<file path="config.mk">
export PLATFORM = sky130hd
export DESIGN_NAME = vsync_ctrl
export DESIGN_NICKNAME = d
export VERILOG_FILES = /design/src/rtl/vsync_ctrl.sv
export SDC_FILE = /design/constraint.sdc
export NUM_CORES = 1
export LEC_CHECK = 0
export CAP_MARGIN = 15
export CORE_ASPECT_RATIO = 0.9
export CORE_UTILIZATION = 65
export CTS_CLUSTER_SIZE = 28
export DETAILED_ROUTE_END_ITERATION = 8
export DONT_BUFFER_PORTS = 1
export GPL_TIMING_DRIVEN = 0
export PLACE_DENSITY_LB_ADDON = 0.3
export SLEW_MARGIN = 10
export SYNTH_ARGS = -nofsm -noshare
export SYNTH_HDL_FRONTEND = slang
export SYNTH_SLANG_ARGS = --single-unit
</file>
<file path="constraint.sdc">
create_clock -name clk -period 4.9 [get_ports clk]
set_input_delay 0.49 -clock clk [delete_from_list [all_inputs] [get_ports clk]]
set_output_delay 0.49 -clock clk [all_outputs]
set_load 0.1 [all_outputs]
</file>
<file path="src/rtl/vsync_ctrl.sv">
// Vertical sync/blanking controller: turns the vertical counter's per-line strobes
// into sync/visible/blank flags, frame pulses, a frame counter and a sticky order-error flag.
module vsync_ctrl #(
  parameter bit VSYNC_ACTIVE_HIGH = 1'b0,
  parameter int FRAME_W           = 8
) (
  input  logic               clk,
  input  logic               nrst,
  input  logic               pixEn,
  input  logic               hCountEnd,
  output logic               vCountIncr,
  input  logic               vCountZero,
  input  logic               vVisEnd,
  input  logic               vBeginPulse,
  input  logic               vEndPulse,
  input  logic               vEndActive,
  input  logic               vCountEnd,
  output logic               vsync,
  output logic               vVisible,
  output logic               vBlank,
  output logic               frameStart,
  output logic               vblankIrq,
  output logic [FRAME_W-1:0] frameCount,
  input  logic               clrErr,
  output logic               seqErr
);

  typedef enum logic [2:0] {S_IDLE, S_VIS, S_VFP, S_VSYNC, S_VBP} state_t;

  // strobe bit order: {vCountEnd, vEndActive, vEndPulse, vBeginPulse, vVisEnd, vCountZero}
  logic [5:0]         strb, rise, hist_q, hist_d;
  state_t             state_q, state_d, tgt, walk;
  logic               jump, legal, reached, err;
  logic               frame_start_q, frame_start_d;
  logic               irq_q, irq_d;
  logic               seq_err_q, seq_err_d;
  logic [FRAME_W-1:0] fc_q, fc_d;

  function automatic state_t next_legal(input state_t s);
    case (s)
      S_VIS:   return S_VFP;
      S_VFP:   return S_VSYNC;
      S_VSYNC: return S_VBP;
      S_VBP:   return S_VIS;
      default: return S_IDLE;
    endcase
  endfunction

  // the strobe whose rise legally enters state s
  function automatic logic entry_rise(input state_t s, input logic [5:0] r);
    case (s)
      S_VIS:   return r[0];
      S_VFP:   return r[1];
      S_VSYNC: return r[2];
      S_VBP:   return r[3];
      default: return 1'b0;
    endcase
  endfunction

  assign vCountIncr = pixEn & hCountEnd & nrst;

  always_comb begin
    strb          = {vCountEnd, vEndActive, vEndPulse, vBeginPulse, vVisEnd, vCountZero};
    rise          = strb & ~hist_q;
    hist_d        = strb;
    state_d       = state_q;
    tgt           = state_q;
    walk          = state_q;
    jump          = 1'b0;
    legal         = 1'b1;
    reached       = 1'b0;
    err           = 1'b0;
    frame_start_d = 1'b0;
    irq_d         = 1'b0;
    fc_d          = fc_q;

    if (state_q == S_IDLE) begin
      if (rise[0]) begin
        state_d       = S_VIS;
        frame_start_d = 1'b1;
      end
    end else begin
      if      (rise[0]) begin tgt = S_VIS;   jump = 1'b1; end
      else if (rise[3]) begin tgt = S_VBP;   jump = 1'b1; end
      else if (rise[2]) begin tgt = S_VSYNC; jump = 1'b1; end
      else if (rise[1]) begin tgt = S_VFP;   jump = 1'b1; end

      if (jump) begin
        // a multi-state jump is legal only if every skipped state's strobe rose too
        walk = next_legal(state_q);
        for (int i = 0; i < 4; i++) begin
          if (!reached) begin
            if (walk == tgt) reached = 1'b1;
            else begin
              legal = legal & entry_rise(walk, rise);
              walk  = next_legal(walk);
            end
          end
        end
        state_d = tgt;
        if (!legal) err = 1'b1;
        if (tgt == S_VIS) begin
          frame_start_d = 1'b1;
          fc_d          = fc_q + 1'b1;
        end
      end

      if (rise[4]) irq_d = 1'b1;
      if (rise[5] && state_q != S_VBP) err = 1'b1;
    end

    seq_err_d = err | (seq_err_q & ~clrErr);
  end

  always_ff @(posedge clk or negedge nrst) begin
    if (!nrst) begin
      state_q       <= S_IDLE;
      hist_q        <= '0;
      frame_start_q <= 1'b0;
      irq_q         <= 1'b0;
      seq_err_q     <= 1'b0;
      fc_q          <= '0;
    end else begin
      state_q       <= state_d;
      hist_q        <= hist_d;
      frame_start_q <= frame_start_d;
      irq_q         <= irq_d;
      seq_err_q     <= seq_err_d;
      fc_q          <= fc_d;
    end
  end

  assign vsync      = (state_q == S_VSYNC) ? VSYNC_ACTIVE_HIGH : ~VSYNC_ACTIVE_HIGH;
  assign vVisible   = (state_q == S_VIS);
  assign vBlank     = (state_q == S_VFP) || (state_q == S_VSYNC) || (state_q == S_VBP);
  assign frameStart = frame_start_q;
  assign vblankIrq  = irq_q;
  assign frameCount = fc_q;
  assign seqErr     = seq_err_q;

endmodule

</file>
Word-level counts from Yosys, hierarchy flattened --
Index checks and enable logic that the tools add are counted.
Cells by class: reductions and logical operators 7, mux-type cells 83, equality and inequality tests 27, add/subtract/negate cells 1, bitwise logic cells 11
Operators by type and width (number):
- 3-bit two-way mux | 21
- 1-bit two-way mux | 54
- 3-bit case mux with 4 select lines | 4
- 3-bit by 2-bit equality test with 1-bit output, second input constant | 10
- 3-bit by 1-bit equality test with 1-bit output, second input constant | 6
- 1-bit case mux with 4 select lines | 4
- 3-bit equality test, second input constant | 5
- 3-bit equality test | 4
- 8-bit by 1-bit adder with 8-bit output, second input constant | 1
- 1-bit AND | 6
- 6-bit AND | 1
- 6-bit NOT | 1
- 3-bit logical NOT | 1
- 3-bit inequality test, second input constant | 1
- 3-bit AND reduction | 1
- 1-bit logical OR | 2
- 2-bit inequality test, second input constant | 1
- 1-bit NOT | 2
- 2-bit AND reduction | 1
- 2-bit nonzero test | 1
- 1-bit logical AND | 1
- 1-bit OR | 1
Word-level totals: logic and storage cells 135, input port bits 11, flip-flop bits (word level) 20

Logic depth before layout (Yosys ltp) --
depth after elaboration 42, mapped depth 9, gate-level depth less buffers 7

Worst setup path before layout --
OpenSTA, ideal clock, no wires.
path kind register -> register, start register state_q[1], end register seq_err_q, in the netlist seqErr, setup time 0.096 ns, setup slack 1.286 ns, cell stages (with the launch flop) 7, clock period less this slack 3.614 ns, arrival time 3.518 ns, data required time 4.804 ns, cells stage by stage dfrtp_1 -> buf_2 -> nor3_1 -> a222oi_1 -> nor2_1 -> a211oi_2 -> o32ai_2
Between the ends: cells in the longest elaborated chain, start to end 37, elaborated cells on any way between the ends 99, classes of those cells 25 x eq/ne; 68 x mux; 4 x bitwise; 2 x reduce/logical
Ends and longest elaborated chain:
- from (decl) | RTL line 32 | state_t state_q, state_d, tgt, walk;
- from (signal assigned) | RTL line 124 | state_q <= state_d;
- 3-bit by 1-bit equality test with 1-bit output *
- named net vVisible | RTL line 19 | output logic vVisible,
- 3-bit case mux with 4 select lines * | RTL line 40 | case (s)
- 3-bit two-way mux * | RTL line 88 | if (jump) begin
- 3-bit two-way mux * | RTL line 77 | if (state_q == S_IDLE) begin
- 3-bit equality test (tied with other cells) | RTL line 40, 51
- 3-bit case mux with 4 select lines | RTL line 40
- 3-bit two-way mux | RTL line 93 | if (walk == tgt) reached = 1'b1;
- [... 23 more ...]
- 1-bit two-way mux * | RTL line 88
- 1-bit two-way mux * | RTL line 77
- 1-bit two-way mux * | RTL line 101 | if (!legal) err = 1'b1;
- 1-bit two-way mux * | RTL line 88
- 1-bit two-way mux * | RTL line 109 | if (rise[5] && state_q != S_VBP) err = 1'b1;
- 1-bit two-way mux * | RTL line 77
- 1-bit OR * | RTL line 112 | seq_err_d = err | (seq_err_q & ~clrErr);
- named net seq_err_d | RTL line 36 | logic seq_err_q, seq_err_d;
- to (signal assigned) | RTL line 128 | seq_err_q <= seq_err_d;
- to (decl) | RTL line 36
Mark *: on every way through the listed nets, which the timed path passes. The rest lies on a longest branch. The select of a mux whose other input is x is not followed. A chain may end at the register's enable or synchronous reset.

Worst setup path in the final report --
start register state_q[1], end output vBlank
Between the ends: cells in the longest elaborated chain, start to end 3, elaborated cells on any way between the ends 5, classes of those cells 3 x eq/ne; 2 x reduce/logical
Ends and longest elaborated chain:
- 3-bit by 2-bit equality test with 1-bit output | RTL line 135 | assign vBlank = (state_q == S_VFP) || (state_q == S_VSYNC) || (state_q == S_VBP);
- 1-bit logical OR | RTL line 135
- 1-bit logical OR * | RTL line 135
- to (decl) | RTL line 20 | output logic vBlank,
Mark *: on every way between the ends. The rest lies on a longest branch, timed or not.

==> flow_summary.yaml <==
timing:
  hold_violations: 0
  fin_crit_sh_pct: 48.72
  slew_violations: 0
  rsz0062_at_grt: "no"
  finalSetupViolCount: 0
  worst_slack_ns: 2.513
  relSlewSlack_pct: 25.36
  clock_skew_ns: 0.009400
  setup_tns_ns: 0
  period_minus_slack_ns: 2.387
  hold_ws_ns: 0.2077
  clock.fmax_ghz: 0.4189
  worst_slew_pin_slew_ns: 1.120
route:
  ant_nets: 0
  wl_per_cell_um: 16.42
  drc_errors: 0
  wirelength_um: 2611
  via_count: 1069
  dr.pass1.iters: 4
  viasPerCell: 6.723
  drtIter0Drc: 88
clock_tree:
  htreeDepth: 1
  cts_root_buf: "clkbuf_4"
  numCtsBuffers: 3
  clk_pin_slew_ns: 0.10
  clk_latency_ns: 0.30
  cts.sinks: 20
  clock_path_buffers: 2
  cts_tree: "yes"
  cts_resized: 0
critical_path:
  criticalPathCategory: "flop to output pin"
  crit_path_max_fanout: 10
  critPathBufInv: 1
  critPathTopFamily: "simple AND/OR/NAND/NOR gates"
  cp-end-kind: "output pin"
  worstPathRequired_ns: 4.41
  cpMaxStageDelayCell: "o21ai_2"
  cp_cell_sequence: "buf_2, nor2_1, nand2_1, o21ai_2"
  startpoint_type: "flop"
  critPathArrivalTime_ns: 1.90
  cpPeakStageDelay_ns: 0.46
global_route:
  grt_pass1_wl_um: 4057
  grtUsageMet3_pct: 9.167
  grt_max_degree: 21
  grt_util_met2_pct: 41.33
  antenna_found_initial: 0
  gr-total-overflow: 0
  met1_usage_pct: 40.00
  grt_usage_pct: 27.62
  grt_pass1_vias: 939
  top_usage_layer: "met2"
floorplan:
  pin_count: 26
  fp.dieW_um: 48.25
  rows: 14
  start_util_pct: 72.15
  die-area_sq_um: 2104
  core-area_sq_um: 1734
  die_h_um: 43.62
place:
  dp_hpwl_um: 1869
  portBuffers: 0
  dp_slack_ns: 2.882
  gp_congestion: 0.9231
synthesis:
  avgSynthCellArea_sq_um: 9.625
  yosysMostFrequentCell: "dfrtp_1"
  synthTopCellsByCount: "20 x dfrtp_1, 12 x o21ai_0, 11 x nand2_1"
  synth.distinct_cells: 46
  synth_edf_count: 0
  yosys.area.top_type: "dfrtp_1"
  synth.top_cell.area_share_pct: 40.00
  synth_seq_cells: 20
  synth-seq-area-share_pct: 40.00
  ys.flop_type: "dfrtp_1"
  synth_area_leaders: "dfrtp_1 40%, o21ai_0 4.8%, xnor2_1 4.2%"
  synth-async-reset-ratio_pct: 100.0
  syn_area_sq_um: 1251
  syn_nets: 142
  syn_inst: 130
  ys_warn_count: 0
status:
  status: "finished clean"
final_layout:
  drive_above_1_share_pct: 17.78
  area_growth_pct: 6.900
  diodes: 0
  fillerInstances: 121
  finalNetCount: 149
  fin_util_pct: 77.13
power:
  power.total_mw: 0.6720
  power_density_nw_per_um2: 502.4
  leakage_nw: 0.5699
  vdd_drop_max_mv: 0.5963
run:
  maxCapViolCount: 0
min_path:
  hold_path_class: "input port to flop"
per-stage QoR:
stage               cell area [sq um]  std cells
floorplan                        1251        130
global placement                 1281        154
detailed placement               1305        155
CTS                              1338        159
global route                     1338        159
finish                           1338        159
sequential cells by signal, summed over array words and instances (netlist names):
signal      cells
frameStart      1
vblankIrq       1
frameCount      8
hist_q          6
state_q         3
seqErr          1
power by group:
group | switching (mW) | leakage [nW] | internal (mW)
Clock | 0.0452 | 0.0138 | 0.0286
Combinational | 0.116 | 0.310 | 0.0701
Sequential | 0.221 | 0.246 | 0.191
worst register-to-register path, cell delays in order, from the launching register on:
cell	delay [ns]
dfrtp_1	0.45
buf_2	0.22
nor2_1	0.27
nand2_1	0.19
o22ai_1	0.23
a21oi_1	0.10
nor3b_1	0.17
o32ai_2	0.20
cell families (layout without fill, tap and decap cells):
group / Yosys count / count (layout) / share of synthesized area (%)
AND/OR/NAND/NOR: 46 / 46 / 21.80
AO/OA/AOI/OAI: 40 / 40 / 22.10
flip-flops: 20 / 20 / 40.00
buffers and inverters: 13 / 18 / 7.899
XOR/XNOR: 9 / 9 / 6.300
adder cells (fa/ha/maj): 1 / 1 / 0.9998
multiplexers: 1 / 1 / 0.8999
layout make-up:
type                            instances  area [sq um]  share of cell area [%]
Tap cell                               24         30.03                   2.245
Inverter                                5         21.27                   1.590
Timing Repair Buffer                    2         25.02                   1.871
Clock buffer                            3         22.52                   1.684
Buffer                                  8         77.57                   5.800
Sequential cell                        20         500.5                   37.42
Multi-Input combinational cell         97         660.6                   49.39
what timing repair did:
item	4_1_cts	5_1_grt
setup buffers	0	0
hold endpoints to repair	20	0
hold buffers	1	0
layout by cell type (no fill, tap or decap), types with 3 or more instances in the layout:
master and n:
clkbuf_4 3, inv_1 4, xnor2_1 6, nand3_1 4, and3_1 3, o21ai_0 11, xor2_1 3, dfrtp_1 20
nand2_1 11, a31oi_1 3, buf_2 3, a21oi_1 8, nand2b_1 3, buf_6 3, nor2_1 9
per-layer routing:
metal	vias up	part of all wire, %
li1	484	-
met1	498	41
met2	81	46
met3	6	12
met4	0	1.1
met5	-	0
final timing paths:
kind / slack (ns) / endpoint / cells after the start / startpoint
min in group asynchronous: 0.74 / frameCount[6] / 1 / nrst
min: 0.21 / hist_q[5] / 0 / vCountEnd
max reg2reg: 2.99 / seqErr / 7 / state_q[1]
min reg2reg: 0.41 / vblankIrq / 1 / hist_q[4]
max: 2.51 / vBlank / 4 / state_q[1]
max in group asynchronous: 3.61 / hist_q[3] / 1 / nrst
Power figures use the tool's default switching activity.
